===== src/rtl/hex_display_driver.sv =====
// Seven-segment driver for the calculator front panel.
// It shows a window of a glyph buffer and supports static display, wrap-around scrolling and per-digit blinking.
module hex_display_driver #(
    parameter int NUM_DIGITS = 6,
    parameter int MSG_LEN    = 8,
    parameter int SCROLL_DIV = 25000000,
    parameter int BLINK_DIV  = 12500000,
    localparam int AW        = (MSG_LEN > 2) ? $clog2(MSG_LEN) : 1
) (
    input  logic                    clk,
    input  logic                    reset,
    input  logic                    enable,
    input  logic                    wr_en,
    input  logic [AW-1:0]           wr_addr,
    input  logic [4:0]              wr_data,
    input  logic                    mode,
    input  logic [NUM_DIGITS-1:0]   blink_mask,
    output logic [7*NUM_DIGITS-1:0] hex_out,
    output logic [AW-1:0]           scroll_pos
);

    localparam int SCW = (SCROLL_DIV > 1) ? $clog2(SCROLL_DIV) : 1;
    localparam int BCW = (BLINK_DIV > 1) ? $clog2(BLINK_DIV) : 1;

    logic [4:0]              buffer [MSG_LEN];
    logic [SCW-1:0]          scroll_cnt;
    logic [BCW-1:0]          blink_cnt;
    logic                    blink_phase;
    logic [7*NUM_DIGITS-1:0] next_hex;

    // Segment patterns are gfedcba, active-low; unused codes blank the digit.
    function automatic logic [6:0] decode(input logic [4:0] code);
        case (code)
            5'h00:   decode = 7'b1000000;
            5'h01:   decode = 7'b1111001;
            5'h02:   decode = 7'b0100100;
            5'h03:   decode = 7'b0110000;
            5'h04:   decode = 7'b0011001;
            5'h05:   decode = 7'b0010010;
            5'h06:   decode = 7'b0000010;
            5'h07:   decode = 7'b1111000;
            5'h08:   decode = 7'b0000000;
            5'h09:   decode = 7'b0011000;
            5'h0A:   decode = 7'b0001000;
            5'h0B:   decode = 7'b0000011;
            5'h0C:   decode = 7'b1000110;
            5'h0D:   decode = 7'b0100001;
            5'h0E:   decode = 7'b0000110;
            5'h0F:   decode = 7'b0001110;
            5'h10:   decode = 7'b0001100;
            5'h11:   decode = 7'b0001001;
            5'h12:   decode = 7'b1100011;
            5'h13:   decode = 7'b1000111;
            5'h14:   decode = 7'b0101011;
            5'h16:   decode = 7'b0001111;
            5'h17:   decode = 7'b0100011;
            5'h18:   decode = 7'b0000111;
            default: decode = 7'b1111111;
        endcase
    endfunction

    // pos < MSG_LEN and the offset is < NUM_DIGITS <= MSG_LEN,
    // so a single conditional subtract is enough for the modulo.
    function automatic logic [AW-1:0] digit_index(input logic [AW-1:0] pos, input int k);
        logic [AW:0] sum;
        sum = {1'b0, pos} + (AW+1)'(NUM_DIGITS - 1 - k);
        if (sum >= (AW+1)'(MSG_LEN))
            sum = sum - (AW+1)'(MSG_LEN);
        return sum[AW-1:0];
    endfunction

    always_comb begin
        next_hex = '1;
        if (enable) begin
            for (int k = 0; k < NUM_DIGITS; k++) begin
                next_hex[7*k +: 7] = decode(buffer[digit_index(scroll_pos, k)]);
                if (blink_mask[k] && !blink_phase)
                    next_hex[7*k +: 7] = 7'b1111111;
            end
        end
    end

    always_ff @(posedge clk) begin
        if (reset) begin
            for (int i = 0; i < MSG_LEN; i++)
                buffer[i] <= 5'h1F;
            hex_out     <= '1;
            scroll_pos  <= '0;
            scroll_cnt  <= '0;
            blink_cnt   <= '0;
            blink_phase <= 1'b1;
        end else begin
            if (wr_en && (int'(wr_addr) < MSG_LEN))
                buffer[wr_addr] <= wr_data;

            hex_out <= next_hex;

            // Static mode pins the window to the start of the message.
            if (!mode) begin
                scroll_pos <= '0;
                scroll_cnt <= '0;
            end else if (enable) begin
                if (scroll_cnt == SCW'(SCROLL_DIV - 1)) begin
                    scroll_cnt <= '0;
                    if (scroll_pos == AW'(MSG_LEN - 1))
                        scroll_pos <= '0;
                    else
                        scroll_pos <= scroll_pos + AW'(1);
                end else begin
                    scroll_cnt <= scroll_cnt + SCW'(1);
                end
            end

            if (enable) begin
                if (blink_cnt == BCW'(BLINK_DIV - 1)) begin
                    blink_cnt   <= '0;
                    blink_phase <= ~blink_phase;
                end else begin
                    blink_cnt <= blink_cnt + BCW'(1);
                end
            end
        end
    end

endmodule


===== config.mk =====
export PLATFORM = sky130hd
export DESIGN_NAME = hex_display_driver
export DESIGN_NICKNAME = d
export VERILOG_FILES = /design/src/rtl/hex_display_driver.sv
export SDC_FILE = /design/constraint.sdc
export NUM_CORES = 1
export LEC_CHECK = 0
export CAP_MARGIN = 10
export CORE_MARGIN = 1.5
export CORE_UTILIZATION = 49
export DETAILED_ROUTE_END_ITERATION = 7
export PLACE_DENSITY = 0.68
export SLEW_MARGIN = 20
export SYNTH_ARGS = -nofsm -noshare
export SYNTH_HDL_FRONTEND = slang
export SYNTH_SLANG_ARGS = --single-unit
export TNS_END_PERCENT = 1

===== constraint.sdc =====
create_clock -name clk -period 7.85 [get_ports clk]
set_input_delay 1.57 -clock clk [delete_from_list [all_inputs] [get_ports clk]]
set_output_delay 1.57 -clock clk [all_outputs]
set_load 0.02 [all_outputs]

==> results of run 1 <==
-- Yosys cell counts (3+ instances only) --
cell / n
inv_1: 16
buf_2: 14
buf_1: 5
nor2b_1: 3
a221o_1: 10
mux4_2: 47
dfxtp_1: 95
nor2_1: 112
or3_1: 9
o21ai_0: 43
o21ai_1: 4
o211ai_1: 14
mux2_2: 30
mux2i_2: 3
a211oi_1: 5
and3_1: 14
nor3_1: 17
nand2_1: 83
nand2b_1: 30
a31oi_1: 15
or2_2: 25
xnor2_1: 21
o221ai_1: 6
a21o_1: 8
nor3b_1: 4
ha_1: 48
xor2_1: 39
nor4_1: 8
nor4b_1: 3
a21oi_1: 40
a22oi_1: 4
buf_6: 4
mux2i_1: 41
nand3_1: 31
nand4_1: 11
clkbuf_1: 17
o31ai_1: 4
buf_4: 3
o22ai_1: 10
nand3b_1: 4
mux2i_4: 3
and2_1: 6
edfxtp_1: 40
-- power by group through the flow --
stage	combinational [uW]	clock (uW)	sequential [uW]
floorplan	195	0	794
global placement	287	0	791
detailed placement	289	0	791
CTS	291	832	776
global route	322	866	780
finish	294	820	778
-- area by class of cell --
class	count	area share, %
clock buffer	20	4.26
timing repair buffer	66	6.06
multi-input combinational	781	55.9
clock inverter	12	1.28
sequential	135	28.8
tap	260	3.02
inverter	19	0.662
-- sequential cells by signal, indices dropped and copies added, names as in the netlist --
register     count
blink_cnt       24
blink_phase      1
buffer          40
hex_out         42
scroll_cnt      25
scroll_pos       3
-- logic make-up after synthesis --
group	count (synthesis)	synth area share, %
and+or+nand+nor	369	19.0
AOI/OAI and AO/OA	179	12.2
DFF	135	32.8
muxes	124	20.3
buffers and inverters	64	3.51
xor gates and xnor gates	61	5.85
adders and majority gates	48	6.35
-- path summary, 6_finish.rpt --
check,end,cells after the start
min,blink_cnt[20],2
max,hex_out[6],10
max reg2reg,hex_out[6],10
min reg2reg,blink_cnt[20],2
-- placed cells by master (no fill, tap or decap), types with 5 or more instances in the layout --
master           instances
nand3_1                 31
nand2b_1                30
mux2i_1                 41
edfxtp_1                40
xnor2_1                 21
xor2_1                  38
nor4_1                   8
a21o_1                   8
nor3_1                  17
and2_1                   6
dfxtp_1                 93
inv_1                   16
o211ai_1                14
a211oi_1                 5
nor2_1                 112
or3_1                    9
mux4_2                  47
o21ai_0                 43
nand2_1                 83
nand4_1                 11
clkdlybuf4s50_1         63
clkbuf_16               18
o221ai_1                 6
a31oi_1                 15
mux2_2                  30
or2_2                   25
o22ai_1                 10
a21oi_1                 40
and3_1                  14
ha_1                    48
a221o_1                 10
-- metrics by stage --
step                cell area, sq um  util [%]
CTS                            10800      57.2
detailed placement             10200      54.0
global placement               10200      54.0
finish                         10800      57.2
floorplan                       9460         -
global route                   10800      57.2
-- routing by layer --
metal | wire length (microns) | up-vias | global-route usage [%]
li1 | - | 3691 | -
met1 | 9690 | 3604 | 30.0
met2 | 10200 | 298 | 34.9
met3 | 1550 | 40 | 4.69
met4 | 431 | 0 | 8.08
met5 | 0 | - | 0
-- critical path, stage by stage (launching register included) --
cell and delay, ns:
dfxtp_2 0.33, buf_4 0.65, ha_1 0.30, ha_1 0.45, mux4_2 0.58, mux2i_1 0.57, inv_1 0.21, ha_1 0.32
nor2_1 0.12, o21ai_0 0.09, a221o_1 0.38
==> impl_metrics.csv, run 1 <==
group,metric,value,unit
status,status,"complete, no violations",
yosys,synthCells,980,
final_layout,layout-drive-gt1-share,14.7,%
placement,dp_slack,3.56,ns
routing,vias,7633,
clocking,cts_hold_buf,0,
power_and_ir_drop,total_power,1890,uW
yosys,synth.cell_area,9460,sq um
clocking,root_buffer,"clkbuf_16",
yosys,ys_seq_elements,135,
worst_setup_path,critPathArrivalTime,4.45,ns
worst_setup_path,crit_fanout,59,
final_layout,fill_cells,1638,
yosys,synth.net_count,1047,
timing,tightestPinTransition,1.02,ns
power_and_ir_drop,clockPowerShare,43.4,%
clocking,htree_levels,4,
clocking,cts_buffer_depth,2,
routing,route.detailed.drc,0,
die,die_h,142,microns
timing,slew_viol_final,0,
die,core_area,18800,sq um
worst_setup_path,startpoint,"scroll_pos[0]",
global_route,grtUsageTotal,22.1,%
die,rows,50,
timing,finalSetupTns,0,ns
routing,ant_nets,0,
yosys,synth_edf_count,40,
timing,hold_viol,0,
die,dieArea,20100,sq um
placement,port_buffers,63,
power_and_ir_drop,intPower,1370,uW
yosys,ys_top_cells_by_area,"dfxtp_1 20%, edfxtp_1 13%, mux4_2 11%, ha_1 6.4%, nor2_1 4.4%",
worst_hold_path,min_from,"blink_cnt[20]",
global_route,antenna_found_initial,0,
yosys,ys_types,66,
global_route,grt_overflow,0,
clocking,cts.sinks,135,
yosys,ys_seq_area_share,32.8,%
global_route,grt_max_degree,60,
clocking,insertion_delay,0.43,ns
yosys,synth_ff_type,"dfxtp_1",
power_and_ir_drop,p_leak,0.00377,uW
worst_setup_path,r2r_slack,3.72,ns
timing,finalCriticalPeriod,4.13,ns
clocking,cts_tree,"built",
power_and_ir_drop,peakVddDrop,0.153,mV
worst_setup_path,timing.rr.start,"scroll_pos[0]",
final_layout,multi_input_area,6030,sq um
clocking,postCtsResizedCells,0,
timing,max-slew-margin-rel,30.2,%
power_and_ir_drop,comb_power_share,15.5,%
power_and_ir_drop,netSwitchingFraction,27.8,%
worst_setup_path,endpoint_kind,"flip-flop",
global_route,grt_pass1_wl,35.3,mm
worst_hold_path,hold_path_class,"reg -> reg",
power_and_ir_drop,p_sw,526,uW
timing,rsz0062_at_grt,"no",
power_and_ir_drop,power_frac_seq,41.1,%
timing,finClkSkew,0.0113,ns
die,start_util,50.2,%
die,die-width,142,microns
clocking,cts_setup_buffers,0,
final_layout,nets,1087,
routing,post_drt_wl_per_cell,16.9,microns
clocking,cts_buffers,17,
yosys,yosys.area.top_type,"dfxtp_1",
routing,drtPass1Iterations,7,
timing,max_clock_freq,242,MHz
yosys,ys_async_sr_fraction,0,%
timing,layout_worst_path_cycle_share,52.7,%
placement,hpwlAfterDp,15.3,mm
run,max-cap-violations,0,
final_layout,areaGrowthSynthToFinish,14.0,%
yosys,ys.warnings.count,0,
global_route,grt_pass1_vias,7021,
worst_setup_path,start_kind,"flip-flop",
worst_setup_path,cp.required,8.16,ns
placement,finalWeightedCongestion,0.894,
die,io_pins,64,
power_and_ir_drop,p_per_area,176,nW/um^2
clocking,cts.clk_slew.worst_paths,0.06,ns
routing,avgViaCountPerCell,5.90,
timing,setup_viol,0,
yosys,avgSynthCellArea,9.65,sq um
yosys,synth_top_area_share,20.1,%
routing,drt-initial-drc-count,551,
worst_setup_path,critical_path_class,"reg -> reg",
final_layout,diodes,0,
timing,final.setup.worst_slack,3.72,ns
final_layout,seqCellArea,3110,sq um
routing,routed_wl,21.9,mm
final_layout,final_cells,1293,
placement,dp.cells,1261,
timing,fin_hold_ws,0.510,ns
(Power assumes the default switching activity.)
==> run 2: changes to the inputs <==
- PLACE_DENSITY: 0.68 -> 0.71
- clock period: 7.85 -> 3.8 ns (I/O delays scaled with it)
==> impl_metrics.csv, run 2 (synthesis results as in run 1) <==
group,metric,value,unit
status,status,"complete, no violations",
routing,vias,7749,
clocking,htree_levels,4,
worst_setup_path,cp.required,4.11,ns
clocking,cts_hold_buf,0,
final_layout,fin_util,57.5,%
final_layout,largest_register_ff_count,42,
global_route,grt_overflow,0,
timing,layout_worst_path_cycle_share,90.6,%
die,start_util,50.2,%
clocking,cts_buffers,17,
worst_setup_path,critPathArrivalTime,3.76,ns
timing,max_clock_freq,290,MHz
placement,dp.cells,1275,
clocking,cts_tree,"built",
timing,hold_viol,0,
global_route,grt_pass1_vias,7004,
power_and_ir_drop,clockPowerShare,40.4,%
clocking,root_buffer,"clkbuf_16",
power_and_ir_drop,p_per_area,345,nW/um^2
die,die-width,142,microns
power_and_ir_drop,power_frac_seq,43.1,%
worst_setup_path,endpoint_kind,"flip-flop",
power_and_ir_drop,comb_power_share,16.4,%
worst_setup_path,startpoint,"scroll_pos[0]",
routing,drt-initial-drc-count,595,
clocking,cts_setup_buffers,0,
timing,tightestPinTransition,0.870,ns
clocking,cts_buffer_depth,2,
worst_hold_path,hold_path_class,"reg -> reg",
die,core_area,18800,sq um
final_layout,design_area,10800,sq um
final_layout,reg_top3,"hex_out (42), buffer (40), scroll_cnt (25)",
clocking,cts.clk_slew.worst_paths,0.06,ns
final_layout,areaGrowthSynthToFinish,14.4,%
placement,placed_area,10300,sq um
clocking,insertion_delay,0.43,ns
routing,post_drt_wl_per_cell,16.7,microns
die,rows,50,
timing,slew_viol_final,0,
final_layout,final_common_cell,"nor2_1",
power_and_ir_drop,p_leak,0.00381,uW
power_and_ir_drop,netSwitchingFraction,28.5,%
clocking,postCtsResizedCells,0,
placement,port_buffers,63,
die,die_h,142,microns
power_and_ir_drop,p_sw,1070,uW
timing,finalCriticalPeriod,3.44,ns
global_route,antenna_found_initial,0,
global_route,grtUsageTotal,22.3,%
timing,rsz0062_at_grt,"no",
placement,hpwlAfterDp,15.3,mm
final_layout,layout.cells.most_common_list,"112 x nor2_1, 93 x dfxtp_1, 83 x nand2_1",
die,io_pins,64,
routing,ant_nets,0,
final_layout,final_cells,1307,
run,max-cap-violations,0,
timing,fin_hold_ws,0.502,ns
final_layout,regMostFlops,"hex_out",
timing,setup_viol,0,
power_and_ir_drop,peakVddDrop,0.324,mV
global_route,grt_pass1_wl,35.7,mm
routing,avgViaCountPerCell,5.93,
final_layout,layout-drive-gt1-share,15.7,%
placement,finalWeightedCongestion,0.957,
routing,routed_wl,21.8,mm
routing,route.detailed.drc,0,
final_layout,diodes,0,
timing,max-slew-margin-rel,40.3,%
routing,drtPass1Iterations,5,
final_layout,nets,1101,
global_route,grt_max_degree,56,
worst_hold_path,min_from,"scroll_pos[0]",
timing,finClkSkew,0.0133,ns
worst_setup_path,timing.rr.start,"scroll_pos[0]",
die,dieArea,20100,sq um
worst_setup_path,critical_path_class,"reg -> reg",
clocking,cts.sinks,135,
power_and_ir_drop,intPower,2670,uW
worst_setup_path,crit_fanout,55,
timing,finalSetupTns,0,ns
worst_setup_path,start_kind,"flip-flop",
-- run 2: critical path: stages (launching register included) --
cell      delay [ns]
dfxtp_2         0.39
buf_4           0.67
mux4_2          0.61
mux2i_1         0.49
inv_1           0.20
ha_1            0.30
nand2b_1        0.18
nand3_1         0.09
o211ai_1        0.09
a221o_1         0.29
-- run 2: layer usage --
metal / global-route usage [%] / up-vias / share of wire (%)
li1: - / 3727 / -
met1: 30.5 / 3655 / 43
met2: 35.1 / 326 / 47
met3: 4.18 / 41 / 7.7
met4: 8.63 / 0 / 2.4
met5: 0 / - / 0
-- run 2: stage by stage --
stage	power (uW)	setup WS, ns
finish	3740	0.355
global route	3880	0.0660
floorplan	2040	0.0287
global placement	2240	0.465
CTS	3760	0.357
detailed placement	2240	0.369
-- run 2: area by class of cell --
cell class,count,area (sq um)
clock inverter,13,96.3
fill,1629,8010
sequential,135,3110
tap,260,325
inverter,19,71.3
timing repair buffer,80,758
clock buffer,19,443
multi-input combinational,781,6020
-- run 2: power groups by stage --
stage	Sequential, uW	Clock [uW]	Combinational, uW
2_1_floorplan	1640	0	402
3_3_place_gp	1640	0	600
3_5_place_dp	1640	0	605
4_1_cts	1610	1540	609
5_1_grt	1610	1590	675
6_report	1610	1510	614
-- run 2: final timing paths --
kind / cells past startpoint / to / slack (ns)
worst max register to register: 9 / hex_out[38] / 0.36
worst max-delay path: 9 / hex_out[38] / 0.36
worst min-delay path: 2 / scroll_pos[0] / 0.50
worst min register to register: 2 / scroll_pos[0] / 0.50
